==> config.mk <==
export PLATFORM = sky130hd
export DESIGN_NAME = vga_timing_gen
export DESIGN_NICKNAME = d
export VERILOG_FILES = /design/src/rtl/vga_pkg.sv /design/src/rtl/vga_delay_line.sv /design/src/rtl/vga_timing_gen.sv
export SDC_FILE = /design/constraint.sdc
export NUM_CORES = 1
export LEC_CHECK = 0
export BUFFER_PORTS_ARGS = -buffer_cell sky130_fd_sc_hd__buf_4
export CAP_MARGIN = 20
export CORE_UTILIZATION = 28
export DETAILED_ROUTE_END_ITERATION = 10
export PLACE_DENSITY_LB_ADDON = 0.08
export SETUP_SLACK_MARGIN = 0.02
export SYNTH_ARGS = -nofsm -noshare
export SYNTH_HDL_FRONTEND = slang
export SYNTH_SLANG_ARGS = --single-unit
==> constraint.sdc <==
create_clock -name clk_50MHz -period 2.2 [get_ports clk_50MHz]
set_input_delay 0.33 -clock clk_50MHz [delete_from_list [all_inputs] [get_ports clk_50MHz]]
set_output_delay 0.33 -clock clk_50MHz [all_outputs]
set_load 0.02 [all_outputs]
==> src/rtl/vga_pkg.sv <==
// rtl/vga_pkg.sv - VGA timing presets, colour width and shared types
package vga_pkg;

    localparam int VGA_COLOR_W = 10;

    // 640x480 @ 60 Hz: 25 MHz pixel clock from CLOCK_50 / 2, negative syncs
    localparam int VGA_640_H_ACTIVE = 640;
    localparam int VGA_640_H_FP     = 16;
    localparam int VGA_640_H_SYNC   = 96;
    localparam int VGA_640_H_BP     = 48;
    localparam int VGA_640_V_ACTIVE = 480;
    localparam int VGA_640_V_FP     = 10;
    localparam int VGA_640_V_SYNC   = 2;
    localparam int VGA_640_V_BP     = 33;
    localparam int VGA_640_CLK_DIV  = 2;
    localparam int VGA_640_SYNC_POL = 0;

    // 800x600 @ 72 Hz: 50 MHz pixel clock straight from CLOCK_50, positive syncs
    localparam int VGA_800_H_ACTIVE = 800;
    localparam int VGA_800_H_FP     = 56;
    localparam int VGA_800_H_SYNC   = 120;
    localparam int VGA_800_H_BP     = 64;
    localparam int VGA_800_V_ACTIVE = 600;
    localparam int VGA_800_V_FP     = 37;
    localparam int VGA_800_V_SYNC   = 6;
    localparam int VGA_800_V_BP     = 23;
    localparam int VGA_800_CLK_DIV  = 1;
    localparam int VGA_800_SYNC_POL = 1;

    typedef struct packed {
        logic [VGA_COLOR_W-1:0] r;
        logic [VGA_COLOR_W-1:0] g;
        logic [VGA_COLOR_W-1:0] b;
    } rgb_t;

    // Active-high timing flags carried through the pixel-latency pipeline
    typedef struct packed {
        logic hs;
        logic vs;
        logic vis;
    } sync_flags_t;

    function automatic int vga_total(input int active, input int fp, input int sync, input int bp);
        return active + fp + sync + bp;
    endfunction

endpackage

==> src/rtl/vga_delay_line.sv <==
// rtl/vga_delay_line.sv - shift register with advance enable, sync clear and reset value
module vga_delay_line #(
    parameter int              WIDTH   = 1,
    parameter int              DEPTH   = 1,
    parameter logic [WIDTH-1:0] RST_VAL = '0
) (
    input  logic             clk,
    input  logic             reset_n,
    input  logic             clr,
    input  logic             adv,
    input  logic [WIDTH-1:0] d,
    output logic [WIDTH-1:0] q
);

    if (DEPTH == 0) begin : g_pass
        assign q = d;
    end else begin : g_shift
        logic [WIDTH-1:0] stage [DEPTH];

        // shift one place per advance; clear wins over advance
        always_ff @(posedge clk or negedge reset_n) begin
            if (!reset_n) begin
                for (int i = 0; i < DEPTH; i++) stage[i] <= RST_VAL;
            end else if (clr) begin
                for (int i = 0; i < DEPTH; i++) stage[i] <= RST_VAL;
            end else if (adv) begin
                stage[0] <= d;
                for (int i = 1; i < DEPTH; i++) stage[i] <= stage[i-1];
            end
        end

        assign q = stage[DEPTH-1];
    end

endmodule

==> src/rtl/vga_timing_gen.sv <==
// rtl/vga_timing_gen.sv - parametrised VGA timing, latency-aligned sync/blank and RGB output register
module vga_timing_gen
    import vga_pkg::*;
#(
    parameter int H_ACTIVE = VGA_640_H_ACTIVE,
    parameter int H_FP     = VGA_640_H_FP,
    parameter int H_SYNC   = VGA_640_H_SYNC,
    parameter int H_BP     = VGA_640_H_BP,
    parameter int V_ACTIVE = VGA_640_V_ACTIVE,
    parameter int V_FP     = VGA_640_V_FP,
    parameter int V_SYNC   = VGA_640_V_SYNC,
    parameter int V_BP     = VGA_640_V_BP,
    parameter int CLK_DIV  = VGA_640_CLK_DIV,
    parameter int HS_POL   = VGA_640_SYNC_POL,
    parameter int VS_POL   = VGA_640_SYNC_POL,
    parameter int PIX_LAT  = 1,
    parameter int COORD_W  = 10,
    parameter int COLOR_W  = VGA_COLOR_W
) (
    input  logic                   clk_50MHz,
    input  logic                   reset_n,
    input  logic                   en,
    input  logic [3*COLOR_W-1:0]   rgb_in,
    output logic                   p_tick,
    output logic [COORD_W-1:0]     x,
    output logic [COORD_W-1:0]     y,
    output logic                   video_on,
    output logic                   line_start,
    output logic                   frame_start,
    output logic                   hsync,
    output logic                   vsync,
    output logic                   blank_n,
    output logic [3*COLOR_W-1:0]   rgb_out
);

    localparam int H_TOTAL = vga_total(H_ACTIVE, H_FP, H_SYNC, H_BP);
    localparam int V_TOTAL = vga_total(V_ACTIVE, V_FP, V_SYNC, V_BP);
    localparam int H_W     = $clog2(H_TOTAL);
    localparam int V_W     = $clog2(V_TOTAL);
    localparam int DIV_W   = (CLK_DIV > 1) ? $clog2(CLK_DIV) : 1;

    localparam logic [DIV_W-1:0] DIV_MAX = DIV_W'(CLK_DIV - 1);
    localparam logic [H_W-1:0]   H_LAST  = H_W'(H_TOTAL - 1);
    localparam logic [H_W-1:0]   H_VIS   = H_W'(H_ACTIVE);
    localparam logic [H_W-1:0]   HS_BEG  = H_W'(H_ACTIVE + H_FP);
    localparam logic [H_W-1:0]   HS_END  = H_W'(H_ACTIVE + H_FP + H_SYNC);
    localparam logic [V_W-1:0]   V_LAST  = V_W'(V_TOTAL - 1);
    localparam logic [V_W-1:0]   V_VIS   = V_W'(V_ACTIVE);
    localparam logic [V_W-1:0]   VS_BEG  = V_W'(V_ACTIVE + V_FP);
    localparam logic [V_W-1:0]   VS_END  = V_W'(V_ACTIVE + V_FP + V_SYNC);
    localparam logic             HS_IDLE = (HS_POL == 0);
    localparam logic             VS_IDLE = (VS_POL == 0);

    if (CLK_DIV < 1 || H_ACTIVE < 1 || H_FP < 1 || H_SYNC < 1 || H_BP < 1 ||
        V_ACTIVE < 1 || V_FP < 1 || V_SYNC < 1 || V_BP < 1) begin : g_bad_timing
        $error("vga_timing_gen: CLK_DIV and every timing field must be >= 1");
    end
    if (PIX_LAT < 0 || PIX_LAT > 7) begin : g_bad_lat
        $error("vga_timing_gen: PIX_LAT must be 0..7");
    end
    if (H_TOTAL >= (1 << COORD_W) || V_TOTAL >= (1 << COORD_W)) begin : g_bad_coord
        $error("vga_timing_gen: line/frame totals do not fit in COORD_W");
    end

    logic [DIV_W-1:0] div_cnt;
    logic             active;
    logic             started;
    logic [H_W-1:0]   h_cnt;
    logic [V_W-1:0]   v_cnt;
    sync_flags_t      raw_flags;
    sync_flags_t      lat_flags;

    // active lags en by one clk so p_tick is quiet through reset and the clear cycle
    assign p_tick = active && (div_cnt == DIV_MAX);

    // pixel clock divider
    always_ff @(posedge clk_50MHz or negedge reset_n) begin
        if (!reset_n) begin
            div_cnt <= '0;
            active  <= 1'b0;
        end else if (!en) begin
            div_cnt <= '0;
            active  <= 1'b0;
        end else begin
            active  <= 1'b1;
            div_cnt <= (div_cnt == DIV_MAX) ? '0 : div_cnt + 1'b1;
        end
    end

    // x/y counters; the first tick after start only arms the counters so it can strobe frame_start at 0,0
    always_ff @(posedge clk_50MHz or negedge reset_n) begin
        if (!reset_n) begin
            h_cnt       <= '0;
            v_cnt       <= '0;
            started     <= 1'b0;
            line_start  <= 1'b0;
            frame_start <= 1'b0;
        end else if (!en) begin
            h_cnt       <= '0;
            v_cnt       <= '0;
            started     <= 1'b0;
            line_start  <= 1'b0;
            frame_start <= 1'b0;
        end else begin
            line_start  <= 1'b0;
            frame_start <= 1'b0;
            if (p_tick) begin
                if (!started) begin
                    started     <= 1'b1;
                    h_cnt       <= '0;
                    v_cnt       <= '0;
                    line_start  <= 1'b1;
                    frame_start <= 1'b1;
                end else if (h_cnt == H_LAST) begin
                    h_cnt      <= '0;
                    line_start <= 1'b1;
                    if (v_cnt == V_LAST) begin
                        v_cnt       <= '0;
                        frame_start <= 1'b1;
                    end else begin
                        v_cnt <= v_cnt + 1'b1;
                    end
                end else begin
                    h_cnt <= h_cnt + 1'b1;
                end
            end
        end
    end

    assign x        = COORD_W'(h_cnt);
    assign y        = COORD_W'(v_cnt);
    assign video_on = started && (h_cnt < H_VIS) && (v_cnt < V_VIS);

    assign raw_flags.hs  = started && (h_cnt >= HS_BEG) && (h_cnt < HS_END);
    assign raw_flags.vs  = started && (v_cnt >= VS_BEG) && (v_cnt < VS_END);
    assign raw_flags.vis = video_on;

    vga_delay_line #(
        .WIDTH   (3),
        .DEPTH   (PIX_LAT),
        .RST_VAL (3'b000)
    ) u_flag_delay (
        .clk     (clk_50MHz),
        .reset_n (reset_n),
        .clr     (!en),
        .adv     (p_tick),
        .d       (raw_flags),
        .q       (lat_flags)
    );

    // final stage: apply sync polarity and blank the colour in the same register as blank_n
    always_ff @(posedge clk_50MHz or negedge reset_n) begin
        if (!reset_n) begin
            hsync   <= HS_IDLE;
            vsync   <= VS_IDLE;
            blank_n <= 1'b0;
            rgb_out <= '0;
        end else if (!en) begin
            hsync   <= HS_IDLE;
            vsync   <= VS_IDLE;
            blank_n <= 1'b0;
            rgb_out <= '0;
        end else if (p_tick) begin
            hsync   <= lat_flags.hs ^ HS_IDLE;
            vsync   <= lat_flags.vs ^ VS_IDLE;
            blank_n <= lat_flags.vis;
            rgb_out <= lat_flags.vis ? rgb_in : '0;
        end
    end

endmodule

[Word-level counts from Yosys, hierarchy flattened]
Cells that the tools add are included.
Word-level totals
  register bits: 61
  input port bits: 33
Cells by class
  $add $sub $neg: 3
  magnitude comparators: 6
  equality and inequality tests: 4
  multiplexer cells: 34
  bitwise operators: 2
  reductions and logical operators: 8
Operator list (count)
  $mux 10: 9
  $mux 30: 3
  $add 10x1->10 const B: 2
  $eq 10x10->1 const B: 2
  $lt 10x10->1 const B: 2
  $lt 10x9->1 const B: 2
  $mux 1: 20
  $ge 10x10->1 const B: 1
  $ge 10x9->1 const B: 1
  $logic_and 1x1->1: 7
  $mux 3: 2
  $ne 3x2->1 const B: 1
  $ne 2x1->1 const B: 1
  $not 1->1: 2
  $reduce_and 2->1: 1
  $add 1x1->1 const B: 1

[Longest topological paths before layout]
Gate-level depths: netlist of run 1.
  word-level depth: 6
  mapped depth: 6
  depth with buffers taken out: 6

[Cells and area by module]
Synthesis of run 1 repeated with hierarchy kept, for this count alone.
Second synthesis, totals
  cells, all modules: 245
  area total of the unflattened synthesis: 2755.1 um^2
Modules (own cells, without submodules)
  vga_timing_gen: instances 1, cells an instance 236, area an instance 2638.8 um^2, sequential area each 1453.9 um^2
  vga_delay_line: instances 1, cells an instance 9, area an instance 116.4 um^2, sequential area each 75.1 um^2

[Worst setup path before layout of run 1]
No wires, ideal clock.
  path kind: register to register
  start point: register h_cnt[1], in the netlist x[1]
  end point: register v_cnt[6], in the netlist y[6]
  arrival time: 1845 ps
  data required time: 2113 ps
  slack: 268 ps
  stages on the path, launching flop included: 7
  buffers on the path: 1
  clock period less this slack: 1932 ps
  path through: dfrtp_1 > ha_1 > nor4b_4 > a41oi_4 > buf_6 > or3_1 > a22oi_1
Between the ends
  word-level cells in the longest chain between the ends: 3
Ends and longest elaborated chain
  start: declaration: RTL line vga_timing_gen.sv:68  | logic [H_W-1:0] h_cnt;
  start signal: assignment: RTL line vga_timing_gen.sv:124  | h_cnt <= h_cnt + 1'b1;
  $eq 10x10->1: RTL line vga_timing_gen.sv:114  | end else if (h_cnt == H_LAST) begin
  $ne 3x2->1 (no line)
  $reduce_and 2->1 (no line)
  end signal: assignment: RTL line vga_timing_gen.sv:121  | v_cnt <= v_cnt + 1'b1;
  end: declaration: RTL line vga_timing_gen.sv:69  | logic [V_W-1:0] v_cnt;
Every way passes these cells.
A chain may end at the register's enable or synchronous reset.

[Worst setup path in the final report of run 1]
  start point: register h_cnt[1], in the netlist x[1]
  end point: register v_cnt[8], in the netlist y[8]
Same word-level chain as after synthesis.

==> results.toml, run 1 <==
[timing]
setup_viol = 0
worst_pin_slew_ns = 0.8075
hold_viol_final = 0
grt_setup_unrepaired = "no"
skew_ns = 0.01090
setup_ws_ns = 0.1934
maxClockFrequency_ghz = 0.4983
max-slew-margin-rel_pct = 46.16
slew_violations = 0
period_minus_slack_ns = 2.007
period_share_pct = 91.21
setup_tns_ns = 0

[clock_tree]
clock-sinks = 61
path_clk_slew_ns = 0.07
ctsHtreeMaxLevel = 3
ctsHoldBuffers = 0
cts-root-buf = "clkbuf_8"
cts_buffers = 9
cts_tree = "yes"
cts_buffer_depth = 2
insertion_delay_ns = 0.33

[synthesis]
synth_nets = 279
synth-adder-area-share_pct = 1.819
ys_seq_area_share_pct = 55.57
yosysWarnings = 0
synth_seq_cells = 61
synthXorXnorAreaFrac_pct = 0
yosysUniqueCellTypes = 47
yosys.area_share.simple_pct = 16.14
synth_area_mm2 = 0.002751
avgSynthCellArea_um2 = 11.37
synth_cells = 242
muxShareOfSynthArea_pct = 0.7731
synth_compound_area_share_pct = 22.01
synth_top_family_by_area = "compound AO/OA/AOI/OAI gates"

[global_routing]
grt_max_degree = 62
grtUsageMet1_pct = 20.53
grt_pass1_vias = 2172
busiest_layer = "met2"
grt_pass1_wl_mm = 11.66
grtUsageMet3_pct = 4.486
antenna_found_initial = 0
gr-usage-all-layers_pct = 15.10
gr-total-overflow = 0
grtUsageMet2_pct = 23.50

[floorplanning]
num_rows = 35
dieHeight_um = 101.1
die-area_mm2 = 0.01023
core_area_mm2 = 0.009371
start_util_pct = 29.36
ios = 90
die_x_um = 101.1

[setup_path]
cp_max_fo = 6
r2r_cells = 7
r2r_slack_ns = 0.19
cp-start-kind = "register"
crit_path_end_kind = "register"
cp.required_ns = 2.45
arrival_ns = 2.25
worstSetupPathType = "register to register"
rr_startpoint = "x[1]"
r2r_end = "y[8]"

[cells_and_area]
nets = 376
post-route-cell-area_mm2 = 0.003822
area_growth_syn_to_layout_pct = 38.93
nFillCells = 978
antennaDiodeCount = 0
fin_util_pct = 40.79
drive_gt1_share_pct = 37.79

[outcome]
status = "finished, final reports clean"

[route]
vias_per_cell = 4.996
wl_mm = 7.621
wl_per_cell_um = 16.11
vias = 2363
drt_pre_antenna_iters = 4
postRouteAntennaNets = 0
drc = 0
drt-initial-drc-count = 100

[place]
dp_hpwl_mm = 4.990
dpl-instance-area_mm2 = 0.003566
gp_congestion = 0.7303
place_worst_setup_slack_ns = 0.1125
port_buffers = 89

[power_and_ir_drop]
total_power_w = 0.002352
power.leakage_nw = 1.860
vdd_ir_drop_max_uv = 292.5
p_per_area_mw_per_mm2 = 615.4

[min_path]
hp-class = "primary input to async pin"

[job]
maxCapViolations = 0
[layer usage]
layer  routed length, µm  share of wire (%)
met1                3660                 48
met2                3577                 47
met3                 315                4.1
met4                  68               0.89
met5                   0                  0
[layout by cell type, fill, tap and decap left out, drive strengths merged, types with 2 or more instances in the layout]
master / instances
or4: 4
o31ai: 4
a41oi: 3
inv: 7
a22oi: 7
nor2b: 2
nand4: 6
a21o: 4
o21a: 2
a22o: 31
o41ai: 2
a21boi: 3
buf: 100
dfstp: 2
o211ai: 2
ha: 4
nor4b: 2
dfrtp: 59
nor3: 5
and3: 5
a21oi: 6
clkinv: 3
nand2b: 2
and4: 3
nand2: 23
nand3: 7
clkbuf: 12
o21ai: 15
or3: 8
[area by class of cell]
cell class	instances	area, µm²	share of cell area, %
clock buffers	12	165.2	4.321
clock inverters	4	45.04	1.178
inverters	7	26.28	0.6874
multi-input cells	160	1145	29.95
flip-flops and latches	61	1529	40.00
well taps	129	161.4	4.223
repair buffers	100	750.7	19.64
[sequential cells by signal (all words and copies together), names as in the netlist]
register and cells:
active 1, blank_n 1, div_cnt 1, frame_start 1, hsync 1, line_start 1, rgb_out 30, started 1
u_flag_delay.q 3, vsync 1, x 10, y 10
[worst max-delay path by stage]
stage	slack, ns	startpoint	end	cells after the start
2_1_floorplan	0.27	x[1]	y[6]	6
3_3_place_gp	0.21	x[1]	y[9]	5
3_5_place_dp	0.11	x[1]	y[3]	5
4_1_cts	0.09	x[1]	y[7]	5
5_1_grt	0.04	x[1]	y[2]	7
6_report	0.19	x[1]	y[8]	7
[cells by family after synthesis]
| kind of cell | after synthesis |
|---|---|
| DFF | 61 |
| and+or+nand+nor | 74 |
| AOI/OAI and AO/OA | 79 |
| buffers and inverters | 22 |
| muxes | 2 |
| adders and majority gates | 4 |
[cell usage after synthesis (all sizes together)]
cell type / instances / area, µm²
dfrtp: 59 / 1476
a22o: 31 / 271.5
nand2: 23 / 88.84
o21ai: 15 / 75.07
clkbuf: 9 / 35.03
or3: 8 / 55.05
a22oi: 7 / 52.55
inv: 7 / 26.28
nand3: 7 / 35.03
a21oi: 6 / 30.03
buf: 6 / 40.04
nand4: 6 / 37.54
and3: 5 / 32.53
nor3: 5 / 25.02
a21o: 4 / 30.03
ha: 4 / 50.05
o31ai: 4 / 30.03
or4: 4 / 30.03
a21boi: 3 / 22.52
and4: 3 / 27.53
a41oi: 2 / 36.29
dfstp: 2 / 52.55
nand2b: 2 / 12.51
nor2b: 2 / 12.51
nor4b: 2 / 32.53
o211ai: 2 / 15.01
o21a: 2 / 15.01
o41ai: 2 / 17.52
a21bo: 1 / 10.01
and2: 1 / 6.260
and4b: 1 / 10.01
mux2: 1 / 11.26
mux2i: 1 / 10.01
nand4b: 1 / 8.760
nor3b: 1 / 7.510
nor4: 1 / 6.260
or2: 1 / 6.260
or4b: 1 / 10.01
[where the power goes]
part | internal (W) | total [W] | switching [W]
Sequential | 0.00113 | 0.00114 | 0.00000841
Clock | 0.000611 | 0.00105 | 0.000440
Combinational | 0.0000666 | 0.000161 | 0.0000945
Total | 0.00181 | 0.00235 | 0.000543
[critical path, cell delays in order, from the launching register on]
cell,delay (ns)
dfrtp_1,0.43
ha_1,0.24
nor4b_4,0.20
buf_4,0.19
a41oi_4,0.17
buf_4,0.19
or3_1,0.34
a22oi_1,0.16
[what timing repair did]
| action | in CTS | in global routing |
|---|---|---|
| buffers inserted | 0 | 3 |
| gates resized for setup | 0 | 1 |
| endpoints found under the setup margin | 0 | 4 |
[per-stage QoR]
step | hold slack (ns) | cells
floorplan | 0.03441 | 242
global placement | 0.4325 | 453
detailed placement | 0.4394 | 453
CTS | 0.1094 | 469
global route | 0.1487 | 473
finish | 0.08242 | 473
Note: power is estimated with default switching activity, not from simulation.
==> run 2: changes to the inputs <==
--- a/config.mk
+++ b/config.mk
@@ -5,6 +5,7 @@
 export SDC_FILE = /design/constraint.sdc
 export NUM_CORES = 1
 export LEC_CHECK = 0
+export ABC_AREA = 1
 export BUFFER_PORTS_ARGS = -buffer_cell sky130_fd_sc_hd__buf_4
 export CAP_MARGIN = 20
 export CORE_UTILIZATION = 28
==> run 2 against run 1 <==
Hold slack got worse by 0.0037 ns; register-to-register slack better by 0.41 ns; wire length shrank 1.3%; via count up 3.1%; critical path depth down 1; critical endpoint is now video_on.
==> results.toml, run 2 <==
[route]
wl_met2_mm = 3.541
wl_mm = 7.523
wl_met1_mm = 3.625
vias_per_cell = 4.649
drt-initial-drc-count = 106
dr_wl_met3_um = 280
vias = 2436
wl_per_cell_um = 14.36
highest_layer = "met4"
drc = 0
drt_pre_antenna_iters = 4
postRouteAntennaNets = 0

[synthesis]
synth_area_mm2 = 0.002843
yosysWarnings = 0
synth_edf_count = 0
async_flop_share_pct = 100.0
synth_nets = 334
synth_top_flop_cell = "dfrtp_1"
synth_top_area_share_pct = 51.94
yosysUniqueCellTypes = 30
yosys.area.top_type = "dfrtp_1"
ys_top_cells_by_area = "dfrtp_1 (52%), a32o_1 (11%), nand2_1 (7.7%)"
ys_seq_area_share_pct = 53.79
synth_seq_cells = 61
avgSynthCellArea_um2 = 9.571
synth_cells = 297
yosysMostFrequentCell = "dfrtp_1"
netlist_top_cells_count = "dfrtp_1 (59), nand2_1 (58), inv_1 (33)"

[cells_and_area]
area_growth_syn_to_layout_pct = 36.27
nFillCells = 1043
multi_input_area_mm2 = 0.001102
fin_util_pct = 39.45
mostFrequentLayoutCell = "buf_4"
drive_gt1_share_pct = 31.97
top_register = "rgb_out"
seq_area_mm2 = 0.001529
nets = 424
layout_common_cells = "buf_4 (92), dfrtp_1 (59), nand2_1 (58)"
largest_reg_flops = 30
antennaDiodeCount = 0

[outcome]
status = "finished, final reports clean"

[floorplanning]
ios = 90
die_x_um = 102.8
dieHeight_um = 102.8
core_area_mm2 = 0.009819
die-area_mm2 = 0.01056
start_util_pct = 28.95
num_rows = 36

[clock_tree]
path_clk_slew_ns = 0.07
cts-root-buf = "clkbuf_8"
insertion_delay_ns = 0.33
cts_tree = "yes"
cts_buffer_depth = 2
cts_resized = 0
post-cts-setup-buffers = 0
cts_buffers = 9
clock-sinks = 61
ctsHoldBuffers = 0
ctsHtreeMaxLevel = 3

[place]
place_worst_setup_slack_ns = 0.5001
port_buffers = 89
dp_hpwl_mm = 5.046
gp_congestion = 0.8245

[timing]
slew_violations = 0
grt_setup_unrepaired = "no"
maxClockFrequency_ghz = 0.4849
period_share_pct = 93.73
max-slew-margin-rel_pct = 47.02
worst_pin_slew_ns = 0.7947
skew_ns = 0.004503
setup_tns_ns = 0
setup_ws_ns = 0.1379
period_minus_slack_ns = 2.062
setup_viol = 0
hold_viol_final = 0

[min_path]
hp-class = "primary input to async pin"

[setup_path]
worstPathCellList = "inv_1, nor3_1, nand3_1, nand2_1, inv_1, buf_4"
critical-path-max-stage-delay_ns = 0.51
cp-start-kind = "register"
r2r_cells = 6
timing.critical_path.mode_cell = "inv_1"
cp_num_buf_inv = 3
slowest_stage = "dfrtp_1"
crit_path_end_kind = "output port"
worstSetupPathType = "register to output port"
worst-path-stages = 6
arrival_ns = 1.73
path_delay_family = "simple AND/OR/NAND/NOR gates"
cp_max_fo = 10
cp.required_ns = 1.87
r2r_slack_ns = 0.60

[global_routing]
gr-total-overflow = 0
grt_pass1_wl_mm = 11.78
antenna_found_initial = 0
grt_max_degree = 62
grt_pass1_vias = 2278
gr-usage-all-layers_pct = 14.73

[power_and_ir_drop]
vdd_ir_drop_max_uv = 290.8
p_per_area_mw_per_mm2 = 602.2
power.leakage_nw = 1.883

[job]
maxCapViolations = 0
-- run 2: final timing paths --
path                                to              start
max                           video_on               y[5]
min                               x[9]            reset_n
max reg2reg                       x[0]               x[0]
min reg2reg                      hsync  u_flag_delay.q[2]
max in group asynchronous  rgb_out[11]            reset_n
min in group clk_50MHz          active                 en
-- run 2: cell families (layout without fill, tap and decap cells) --
logic type               Yosys count  count (layout)  share of synthesized area [%]
XOR/XNOR                           6               6                          1.849
AND/OR/NAND/NOR                  115             115                          18.00
adder cells (fa/ha/maj)            4               4                          1.761
AO/OA/AOI/OAI                     60              60                          17.17
flip-flops                        61              61                          53.79
buffers and inverters             51             145                          7.438
-- run 2: report_power, final --
part | internal, W | switching (W) | total [W]
sequential | 0.00113 | 0.00000890 | 0.00114
combinational | 0.0000668 | 0.000111 | 0.000177
clock | 0.000575 | 0.000442 | 0.00102
total | 0.00177 | 0.000561 | 0.00233
-- run 2: final cells by class --
type / instances / share of cell area, %
Tap cell: 133 / 4.296
Sequential cell: 61 / 39.47
Timing Repair Buffer: 94 / 19.06
Multi-Input combinational cell: 185 / 28.46
Clock inverter: 4 / 1.227
Inverter: 36 / 3.585
Clock buffer: 11 / 3.908
-- run 2: per-stage QoR --
stage          hold slack, ns  total power (W)  area [µm²]  instances
2_1_floorplan         0.03441         0.001235        2843        297
3_5_place_dp           0.3950         0.001339        3647        508
3_3_place_gp           0.3945         0.001340        3647        508
5_1_grt                0.1417         0.002447        3874        524
4_1_cts                0.1156         0.002380        3846        523
6_report              0.07875         0.002333        3874        524
-- run 2: per-layer routing --
layer,vias up,GRT usage (%)
met5,-,0
met4,0,4.550
met3,7,3.525
met2,48,22.41
met1,1181,20.71
li1,1200,-
==> run 3: changes to the inputs <==
==> constraint.sdc (replaced) <==
create_clock -name clk_50MHz -period 2 [get_ports clk_50MHz]
set_input_delay 0.3 -clock clk_50MHz [delete_from_list [all_inputs] [get_ports clk_50MHz]]
set_output_delay 0.3 -clock clk_50MHz [all_outputs]
set_load 0.02 [all_outputs]
==> run 3 against run 2 <==
Final cell count grew 0.95%; sequential share of layout area shrank 0.39 points; utilization grew 0.46 points; clock skew grew 0.0075 ns; power grew 15%; count of clock-buffer cells in the layout is the same; clock power grew 21%; critical path depth is the same; die area is the same; combinational power grew 9.6%.
==> results.toml, run 3 (synthesis gave the netlist of run 2 again) <==
[setup_path]
worstSetupPathType = "register to output port"
endpoint = "video_on"
path_delay_family = "simple AND/OR/NAND/NOR gates"
crit_start = "y[7]"
cp_num_buf_inv = 3
critical-path-max-stage-delay_ns = 0.41
r2r_cells = 6
slowest_stage = "dfrtp_1"
worstPathCellList = "inv_1, nor3_2, nand3_1, nand2_2, inv_1, buf_4"
timing.critical_path.mode_cell = "inv_1"
r2r_end = "x[0]"
cp-start-kind = "register"
worst-path-stages = 6
crit_path_end_kind = "output port"
r2r_slack_ns = 0.41
cp_max_fo = 5
arrival_ns = 1.50
rr_startpoint = "x[0]"
cp.required_ns = 1.70

[clock_tree]
clock-sinks = 61
ctsHtreeMaxLevel = 3
insertion_delay_ns = 0.35
cts-root-buf = "clkbuf_8"
cts_tree = "yes"
cts_buffers = 9
path_clk_slew_ns = 0.08
cts_buffer_depth = 2

[timing]
maxClockFrequency_ghz = 0.5556
grt_setup_unrepaired = "no"
period_minus_slack_ns = 1.800
setup_ws_ns = 0.2003
hold_viol_final = 0
slew_violations = 0
period_share_pct = 89.99
worst_hold_slack_ns = 0.03667
skew_ns = 0.01205
worst_pin_slew_ns = 0.8021
setup_tns_ns = 0
setup_viol = 0
max-slew-margin-rel_pct = 46.53

[cells_and_area]
antennaDiodeCount = 0
stdcell_count = 529
nets = 428
drive_gt1_share_pct = 33.59
top_register = "rgb_out"
mostFrequentLayoutCell = "buf_4"
area_growth_syn_to_layout_pct = 37.85
layout_common_cells = "buf_4 (97), nand2_1 (57), dfrtp_1 (57)"
largest_reg_flops = 30

[place]
port_buffers = 89
place_worst_setup_slack_ns = 0.3481
dp_hpwl_mm = 5.111
post-place-cells = 508
gp_congestion = 0.8185

[route]
postRouteAntennaNets = 0
wl_per_cell_um = 14.58
drt-initial-drc-count = 81
vias_per_cell = 4.711
vias = 2492
drc = 0
wl_mm = 7.711
drt_pre_antenna_iters = 4

[outcome]
status = "finished, final reports clean"

[min_path]
hp-class = "primary input to async pin"

[floorplanning]
ios = 90
core_area_mm2 = 0.009819
die-area_mm2 = 0.01056
die_x_um = 102.8
dieHeight_um = 102.8
num_rows = 36
start_util_pct = 28.95

[global_routing]
gr-total-overflow = 0
antenna_found_initial = 0
grt_pass1_vias = 2352
grt_pass1_wl_mm = 12.21
gr-usage-all-layers_pct = 15.54
grt_max_degree = 62

[power_and_ir_drop]
vdd_ir_drop_max_uv = 280.0
total_power_w = 0.002676
power.leakage_nw = 1.910
p_per_area_mw_per_mm2 = 683.0

[job]
maxCapViolations = 0
run 3: how the worst min path moves through the flow:
stage	end	slack [ns]	start	cells past startpoint
final	y[8]	0.04	reset_n	1
after global routing	rgb_out[14]	0.1	reset_n	1
after global placement	hsync	0.40	u_flag_delay.q[2]	1
after floorplan	active	0.004	reset_n	0
after detailed placement	vsync	0.40	u_flag_delay.q[1]	1
after CTS	y[6]	0.06	reset_n	1
run 3: report_power, final:
part           total (W)  internal, W  leakage, nW  switching [W]
clock network    0.00123     0.000730        0.113       0.000499
registers        0.00125      0.00124        0.837      0.0000111
logic           0.000194    0.0000719        0.961       0.000122
total            0.00268      0.00204         1.91       0.000632
run 3: repair_timing:
action	4_1_cts	5_1_grt
setup buffers	0	4
setup endpoints to repair	1	1
resized for setup	1	3
hold buffers	0	0
run 3: area by class of cell:
class | instances | area [µm²]
Multi-Input combinational cell | 185 | 1110
Timing Repair Buffer | 98 | 755.7
Fill cell | 1028 | 5901
Sequential cell | 61 | 1531
Clock inverter | 5 | 75.07
Tap cell | 133 | 166.4
Inverter | 36 | 138.9
Clock buffer | 11 | 141.4
run 3: metrics by stage:
step                      utilization, %  area [µm²]
after floorplan                        -        2843
after global placement             37.02        3635
after detailed placement           37.02        3635
after CTS                          39.23        3852
after global routing               39.91        3919
final                              39.91        3919
run 3: metal layers:
layer	up-vias	share of wire, %	global-route usage (%)
met3	9	4.1	4.678
met1	1221	47	20.50
met2	50	48	24.10
met5	-	0	0
li1	1212	-	-
met4	0	1.5	5.742
